--- src/rtl/arc4_pkg.sv ---
// Shared ARC4 datapath types: S-array geometry, byte type and the KSA state encoding.
package arc4_pkg;

   localparam int unsigned S_SIZE         = 256;
   localparam int unsigned KEY_BYTES_DFLT = 3;
   localparam int unsigned BYTE_W         = 8;

   typedef logic [BYTE_W-1:0] byte_t;

   typedef enum logic [2:0] {
      IDLE,
      RD_I,
      CAP_I,
      RD_J,
      CAP_J,
      WR_I,
      WR_J
   } ksa_state_t;

endpackage

--- src/rtl/ksa_if.sv ---
// Start/ready handshake, cipher key and S-memory port of the key-scheduling stage.
interface ksa_if #(
   parameter int unsigned KEY_BYTES = arc4_pkg::KEY_BYTES_DFLT
);
   import arc4_pkg::*;

   logic                   en;
   logic                   rdy;
   logic [8*KEY_BYTES-1:0] key;
   byte_t                  addr;
   byte_t                  rddata;
   byte_t                  wrdata;
   logic                   wren;

   modport master (
      input  en,
      input  key,
      input  rddata,
      output rdy,
      output addr,
      output wrdata,
      output wren
   );

   modport slave (
      output en,
      output key,
      output rddata,
      input  rdy,
      input  addr,
      input  wrdata,
      input  wren
   );

endinterface

--- src/rtl/ksa.sv ---
// ARC4 key-scheduling loop run in place over an external 256x8 S memory with
// synchronous read; six cycles per iteration (read i, read j, write i, write j).
module ksa #(
   parameter int unsigned KEY_BYTES = arc4_pkg::KEY_BYTES_DFLT,
   parameter int unsigned S_SIZE    = arc4_pkg::S_SIZE
) (
   input  logic  clk,
   input  logic  rst,
   ksa_if.master bus
);
   import arc4_pkg::*;

   localparam int unsigned KIDX_W = (KEY_BYTES > 1) ? $clog2(KEY_BYTES) : 1;
   localparam byte_t       LAST_I = byte_t'(S_SIZE - 1);

   ksa_state_t        state_q, state_d;
   byte_t             i_q, i_d;
   byte_t             j_q, j_d;
   byte_t             si_q, si_d;
   byte_t             sj_q, sj_d;
   logic [KIDX_W-1:0] kidx_q, kidx_d;
   logic [KIDX_W-1:0] kidx_inc;
   byte_t             key_byte;

   byte_t             addr_q, addr_d;
   byte_t             wrdata_q, wrdata_d;
   logic              wren_q, wren_d;
   logic              rdy_q, rdy_d;

   // Key byte select: byte 0 is the most significant byte of the key.
   always_comb begin
      key_byte = byte_t'(bus.key >> (8 * (KEY_BYTES - 1 - 32'(kidx_q))));
      kidx_inc = (kidx_q == KIDX_W'(KEY_BYTES - 1)) ? '0 : kidx_q + KIDX_W'(1);
   end

   // Next-state and datapath update; outputs are decoded from the next state
   // so the registered outputs track the state register without lag.
   always_comb begin
      state_d  = state_q;
      i_d      = i_q;
      j_d      = j_q;
      si_d     = si_q;
      sj_d     = sj_q;
      kidx_d   = kidx_q;
      addr_d   = '0;
      wrdata_d = '0;
      wren_d   = 1'b0;
      rdy_d    = 1'b0;

      case (state_q)
         IDLE: begin
            if (bus.en) begin
               i_d     = '0;
               j_d     = '0;
               kidx_d  = '0;
               state_d = RD_I;
            end
         end
         RD_I:  state_d = CAP_I;
         CAP_I: begin
            si_d    = bus.rddata;
            j_d     = j_q + bus.rddata + key_byte;
            state_d = RD_J;
         end
         RD_J:  state_d = CAP_J;
         CAP_J: begin
            sj_d    = bus.rddata;
            state_d = WR_I;
         end
         WR_I:  state_d = WR_J;
         WR_J: begin
            i_d     = i_q + 8'd1;
            kidx_d  = kidx_inc;
            state_d = (i_q == LAST_I) ? IDLE : RD_I;
         end
         default: state_d = IDLE;
      endcase

      case (state_d)
         IDLE:        rdy_d  = 1'b1;
         RD_I, CAP_I: addr_d = i_d;
         RD_J, CAP_J: addr_d = j_d;
         WR_I: begin
            addr_d   = i_d;
            wrdata_d = sj_d;
            wren_d   = 1'b1;
         end
         WR_J: begin
            addr_d   = j_d;
            wrdata_d = si_d;
            wren_d   = 1'b1;
         end
         default: ;
      endcase
   end

   always_ff @(posedge clk or posedge rst) begin
      if (rst) begin
         state_q  <= IDLE;
         i_q      <= '0;
         j_q      <= '0;
         si_q     <= '0;
         sj_q     <= '0;
         kidx_q   <= '0;
         addr_q   <= '0;
         wrdata_q <= '0;
         wren_q   <= 1'b0;
         rdy_q    <= 1'b1;
      end else begin
         state_q  <= state_d;
         i_q      <= i_d;
         j_q      <= j_d;
         si_q     <= si_d;
         sj_q     <= sj_d;
         kidx_q   <= kidx_d;
         addr_q   <= addr_d;
         wrdata_q <= wrdata_d;
         wren_q   <= wren_d;
         rdy_q    <= rdy_d;
      end
   end

   assign bus.addr   = addr_q;
   assign bus.wrdata = wrdata_q;
   assign bus.wren   = wren_q;
   assign bus.rdy    = rdy_q;

endmodule

--- src/flat_wrapper.sv ---
// flat-port wrapper written by rule: the top's interface ports become plain ports
module ksa_flat import arc4_pkg::*;
#(
   parameter int unsigned KEY_BYTES = arc4_pkg::KEY_BYTES_DFLT,
   parameter int unsigned S_SIZE    = arc4_pkg::S_SIZE
)
  (clk, rst, bus_en, bus_key, bus_rddata, bus_rdy, bus_addr, bus_wrdata, bus_wren);
  ksa_if #(.KEY_BYTES(KEY_BYTES)) bus_i ();
  input  logic clk;
  input  logic rst;
  input wire logic [$bits(bus_i.en)-1:0] bus_en;
  input wire logic [$bits(bus_i.key)-1:0] bus_key;
  input wire logic [$bits(bus_i.rddata)-1:0] bus_rddata;
  output wire logic [$bits(bus_i.rdy)-1:0] bus_rdy;
  output wire logic [$bits(bus_i.addr)-1:0] bus_addr;
  output wire logic [$bits(bus_i.wrdata)-1:0] bus_wrdata;
  output wire logic [$bits(bus_i.wren)-1:0] bus_wren;
  assign bus_i.en = bus_en;
  assign bus_i.key = bus_key;
  assign bus_i.rddata = bus_rddata;
  assign bus_rdy = bus_i.rdy;
  assign bus_addr = bus_i.addr;
  assign bus_wrdata = bus_i.wrdata;
  assign bus_wren = bus_i.wren;
  ksa #(.KEY_BYTES(KEY_BYTES), .S_SIZE(S_SIZE)) u_core (.clk(clk), .rst(rst), .bus(bus_i));
endmodule
--- config.mk ---
export PLATFORM = sky130hd
export DESIGN_NAME = ksa_flat
export DESIGN_NICKNAME = d
export VERILOG_FILES = /design/src/rtl/arc4_pkg.sv /design/src/rtl/ksa_if.sv /design/src/rtl/ksa.sv /design/src/flat_wrapper.sv
export SDC_FILE = /design/constraint.sdc
export NUM_CORES = 1
export LEC_CHECK = 0
export ABC_AREA = 1
export CORE_UTILIZATION = 55
export CTS_CLUSTER_DIAMETER = 150
export DETAILED_ROUTE_END_ITERATION = 8
export PLACE_DENSITY = 0.91
export SETUP_SLACK_MARGIN = 0.2
export SYNTH_ARGS = -nofsm -noshare
export SYNTH_HDL_FRONTEND = slang
export SYNTH_SLANG_ARGS = --single-unit
--- constraint.sdc ---
create_clock -name clk -period 7.65 [get_ports clk]
set_input_delay 1.53 -clock clk [delete_from_list [all_inputs] [get_ports clk]]
set_output_delay 1.53 -clock clk [all_outputs]
set_load 0.005 [all_outputs]
Word-level counts from Yosys, hierarchy flattened
Index checks and enable logic that the tools add are counted.

Register bits: 55. Input port bits: 35. Output and inout port bits: 18.

Add/subtract/negate cells: 5. Equal/unequal tests: 15. Shifts and indexed selects: 1. Mux-type cells: 16. Reduce and logical (&&, ||, !) cells: 7.

Operators with widths (number): case mux 8 bit (2 select lines) (4); 2-to-1 mux 8 bit (4); >> shifter 24 x 32 -> 8 bit (1); case mux 3 bit (7 select lines) (1); equality test 3 bit, second input constant (6); adder 8 bit (2); equality test 3 x 2 -> 1 bit, second input constant (4); adder 8 x 1 -> 8 bit, second input constant (1); equality test 8 bit, second input constant (1); equality test 3 x 1 -> 1 bit, second input constant (2); logical NOT 3 bit (2); OR reduction 3 bit (2); 2-to-1 mux 2 bit (2); case mux 2 bit (2 select lines) (1); 2-to-1 mux 1 bit (3); 2-to-1 mux 3 bit (1); subtractor 2 x 2 -> 3 bit, first input constant (1); adder 2 x 1 -> 2 bit, second input constant (1); equality test 2 bit, second input constant (1); inequality test 2 bit, second input constant (1); AND reduction 2 bit (1); nonzero test 2 bit (1); OR reduction 2 bit (1).

Logic depth before layout (Yosys ltp)
Word-level depth: 6. Gate-level depth with buffers: 22. Gate-level depth less buffers: 19.

Worst setup path after synthesis
No wires, ideal clock.

Path type: input to register. Start: input port bus_key[1]. End: register u_core.addr_q[5], in the netlist u_core.bus.addr[5]. Library setup time: 0.117 ns. Arrival time: 3.456 ns. Required time: 7.533 ns. Setup slack: 4.078 ns. Stages on the path: 12. Cells stage by stage: o21ai_0 -> o21ai_0 -> nand2_1 -> fa_1 -> inv_1 -> ha_1 -> fa_1 -> a31oi_1 -> xor2_1 -> o21ai_0 -> nand2_1 -> nand2_1.

Longest elaborated chain between the ends: 4.

Ends and longest elaborated chain: from (decl) (line flat_wrapper.sv:12) `input wire logic [$bits(bus_i.key)-1:0] bus_key;`; >> shifter 24 x 32 -> 8 bit (line ksa.sv:32) `key_byte = byte_t'(bus.key >> (8 * (KEY_BYTES - 1 - 32'(kidx_q))));`; adder 8 bit (line ksa.sv:62) `j_d = j_q + bus.rddata + key_byte;`; case mux 8 bit (2 select lines) (line ksa.sv:50) `case (state_q)`; via u_core.j_d[5] (line ksa.sv:18) `byte_t j_q, j_d;`; case mux 8 bit (2 select lines) (line ksa.sv:79) `case (state_d)`; via u_core.addr_d[5] (line ksa.sv:25) `byte_t addr_q, addr_d;`; to (signal assigned) (line ksa.sv:116) `addr_q <= addr_d;`; to (decl) (line ksa.sv:25).

The timed path passes the listed nets, and every way through them passes these cells. A chain may end at the register's enable or synchronous reset.

Final worst setup path
Same ends and word-level chain as after synthesis.

==> flow_summary_export.csv <==
group,metric,value,unit
outcome,status,"complete, but fails checks",
outcome,violations,"design-rule violations",
synthesis,syn_area,2641,µm²
clock_network,cts_num_sinks,47,
final_layout,fin_area,3287,µm²
clock_network,htreeDepth,2,
place,dp_cells,423,
place,port_buffers,52,
critical_path,endpoint_kind,"register",
critical_path,rr_startpoint,"u_core.kidx_q[0]",
place,place_hpwl,4444,µm
clock_network,numCtsBuffers,5,
global_route,grt_pass1_vias,2225,
clock_network,cts_setup_buffers,0,
die,die_w,71.30,µm
power,vdd_drop_max,0.2199,mV
critical_path,worst_path_max_delay_cell,"fa_1",
synthesis,syn_nets,379,
critical_path,crit_required,7.88,ns
sta,slew_headroom,0.5711,
synthesis,syn-instance-count,326,
power,leakagePower,1.648,nW
detailed_routing,routed_wl,5815,µm
final_layout,nNetsFinal,431,
hold_path,whs_endpoint,"u_core.si_q[7]",
detailed_routing,num_vias,2327,
sta,slew_violations,0,
die,start_util,0.5903,
critical_path,crit_fanout,4,
critical_path,crit_arrival,4.20,ns
global_route,grt_pass1_wl,9901,µm
critical_path,crit_type,"input pin to register",
clock_network,clk-insertion-delay-late,0.30,ns
die,dieArea,5084,µm²
die,die_y,71.30,µm
final_layout,final_cells,431,
clock_network,post_cts_resize_count,0,
global_route,grt_use_total,0.2535,
sta,fin_skew,0.009450,ns
detailed_routing,firstDrtPassIters,7,
power,finalPower,1.452,mW
clock_network,clkTransAtPathRegs,0.08,ns
global_route,grt_max_degree,48,
detailed_routing,post_drt_wl_per_cell,13.49,µm
synthesis,ys_ff_latch,47,
place,gp_congestion,0.8561,
global_route,grt.overflow.total,0,
sta,period_needed,3.968,ns
synthesis,synthFlopType,"dfrtp_1",
detailed_routing,routed_via_density,5.399,
sta,worst_pin_slew,0.6419,ns
critical_path,r2r_cells,12,
sta,rsz0062_at_grt,"false",
global_route,grt_antenna_before_repair,0,
clock_network,hold_buffers,0,
final_layout,antenna_cells,0,
clock_network,cts.path.max_buffers,2,
final_layout,drive_gt1_frac,0.06069,
synthesis,ys_async_sr_fraction,1.000,
synthesis,ys_seq_area_frac,0.4458,
hold_path,whs_path_depth,2,
clock_network,cts_tree,"yes",
detailed_routing,detail_route.iter0.violations,175,
hold_path,hold_class,"register to register",
critical_path,regToRegEndpoint,"u_core.bus.addr[5]",
sta,max_freq,0.2520,GHz
sta,post-route-period-util,0.5187,
detailed_routing,drc,7,
run,cap_violations,0,
critical_path,startpoint_type,"input pin",
detailed_routing,drtAntennaViolNets,0,
synthesis,syn_area_per_cell,8.102,µm²
die,core-area,4474,µm²
clock_network,cts-root-buf,"clkbuf_8",
hold_path,hp-start,"u_core.si_q[7]",
final_layout,area_delta_synth_final,24.44,%
final_layout,fin_util,0.7346,
critical_path,path_buf_inv,2,
critical_path,reg2reg_slack,3.94,ns
sta,tns,0,ns
synthesis,netlist-cell-type-count,28,
die,num_rows,24,
critical_path,slowest_delay,0.48,ns
synthesis,synth-edff-count,0,
critical_path,crit_chain,"clkdlybuf4s50_1, o21ai_0, o21ai_0, nand2_1, fa_1, inv_1, ha_1, fa_1, a31oi_1, xor2_1, o21ai_0, nand2_1, nand2_1",
place,placed_area,3192,µm²
power,powerDensity,441.8,nW/µm²
sta,final-setup-viol-count,0,
critical_path,crit_family,"adder cells",
sta,hold_viol_final,0,
synthesis,yosysWarningCount,0,
die,ios,53,
## Yosys cell counts (3+ instances only)
| cell type | n | area share |
|---|---|---|
| fa_1 | 8 | 0.061 |
| nand3_1 | 22 | 0.042 |
| nand2_2 | 4 | 0.0095 |
| nor2_1 | 12 | 0.017 |
| a211oi_1 | 4 | 0.011 |
| inv_1 | 45 | 0.064 |
| o21ai_1 | 3 | 0.0057 |
| nand2_1 | 96 | 0.14 |
| ha_1 | 10 | 0.047 |
| buf_2 | 7 | 0.013 |
| a21oi_1 | 12 | 0.023 |
| o21ai_0 | 34 | 0.064 |
| nand4_1 | 4 | 0.0095 |
| dfrtp_1 | 46 | 0.44 |
## kinds of logic after synthesis
logic type / Yosys count / share of synthesized area
AND/OR/NAND/NOR: 143 / 0.2302
AO/OA/AOI/OAI: 62 / 0.1298
buffers and inverters: 55 / 0.08290
flip-flops: 47 / 0.4458
adder cells (fa/ha/maj): 18 / 0.1080
XOR/XNOR: 1 / 0.003317
## worst min-delay path, delay by kind of cell, from the launching register on
kind | cells | cell delay, ns
simple gates | 1 | 0.04
compound gates | 1 | 0.09
flops | 1 | 0.33
## placed cells by master (no fill, tap or decap), types with 2 or more instances in the layout
master,instances
a31oi_1,2
nand3_1,22
clkdlybuf4s50_1,52
nor2_2,2
o21ai_1,3
o21ai_2,2
dfrtp_1,46
ha_1,10
nor2_1,12
a21oi_1,12
fa_1,8
clkbuf_8,6
inv_1,44
nand2_2,4
o22ai_1,2
inv_2,2
o21ai_0,34
a211oi_1,4
nand4_1,4
nand2_1,96
## flip-flops by register name, indices dropped and copies added (netlist names)
signal             cells
u_core.bus.addr        8
u_core.bus.rdy         1
u_core.bus.wrdata      8
u_core.bus.wren        1
u_core.i_q             8
u_core.j_q             8
u_core.kidx_q          2
u_core.si_q            8
u_core.state_q         3
## worst max path at each step
| stage | from | to | slack [ns] | cells after the start |
|---|---|---|---|---|
| 5_1_grt | bus_key[1] | u_core.bus.addr[5] | 3.51 | 13 |
| 2_1_floorplan | bus_key[1] | u_core.bus.addr[5] | 4.08 | 12 |
| 6_report | bus_key[1] | u_core.bus.addr[5] | 3.68 | 13 |
| 3_3_place_gp | bus_key[10] | u_core.bus.addr[5] | 3.44 | 10 |
| 4_1_cts | bus_key[1] | u_core.bus.addr[5] | 3.69 | 13 |
| 3_5_place_dp | bus_key[1] | u_core.bus.addr[5] | 3.40 | 13 |
## per-stage QoR
stage                     worst slack [ns]  hold WS [ns]
after floorplan                      4.078        0.4610
after global placement               3.444        0.4739
after detailed placement             3.397        0.4868
after CTS                            3.693        0.5071
after global routing                 3.506        0.5383
final                                3.682        0.4996
## routing by layer
layer / share of wire / routed length, µm / up-vias / GRT usage
met1: 0.45 / 2601 / 1084 / 0.3343
met2: 0.49 / 2822 / 78 / 0.4349
met5: 0 / 0 / - / 0
li1: - / - / 1150 / -
met4: 0.021 / 121 / 0 / 0.08000
met3: 0.046 / 269 / 15 / 0.03657
## power breakdown
part           internal (mW)  total (mW)  leakage (nW)  switching [mW]
Clock                 0.0742       0.158        0.0484          0.0834
Sequential             0.344       0.398         0.609          0.0544
Combinational          0.348       0.897         0.990           0.549
Total                  0.766        1.45          1.65           0.687
## cell type report
cell class | count | area, µm²
Timing Repair Buffer | 53 | 528.0
Tap cell | 52 | 65.06
Clock inverter | 1 | 8.758
Multi-Input combinational cell | 224 | 1245
Clock buffer | 7 | 86.33
Sequential cell | 47 | 1177
Inverter | 47 | 176.4
Fill cell | 333 | 1187
Power figures use the tool's default switching activity.
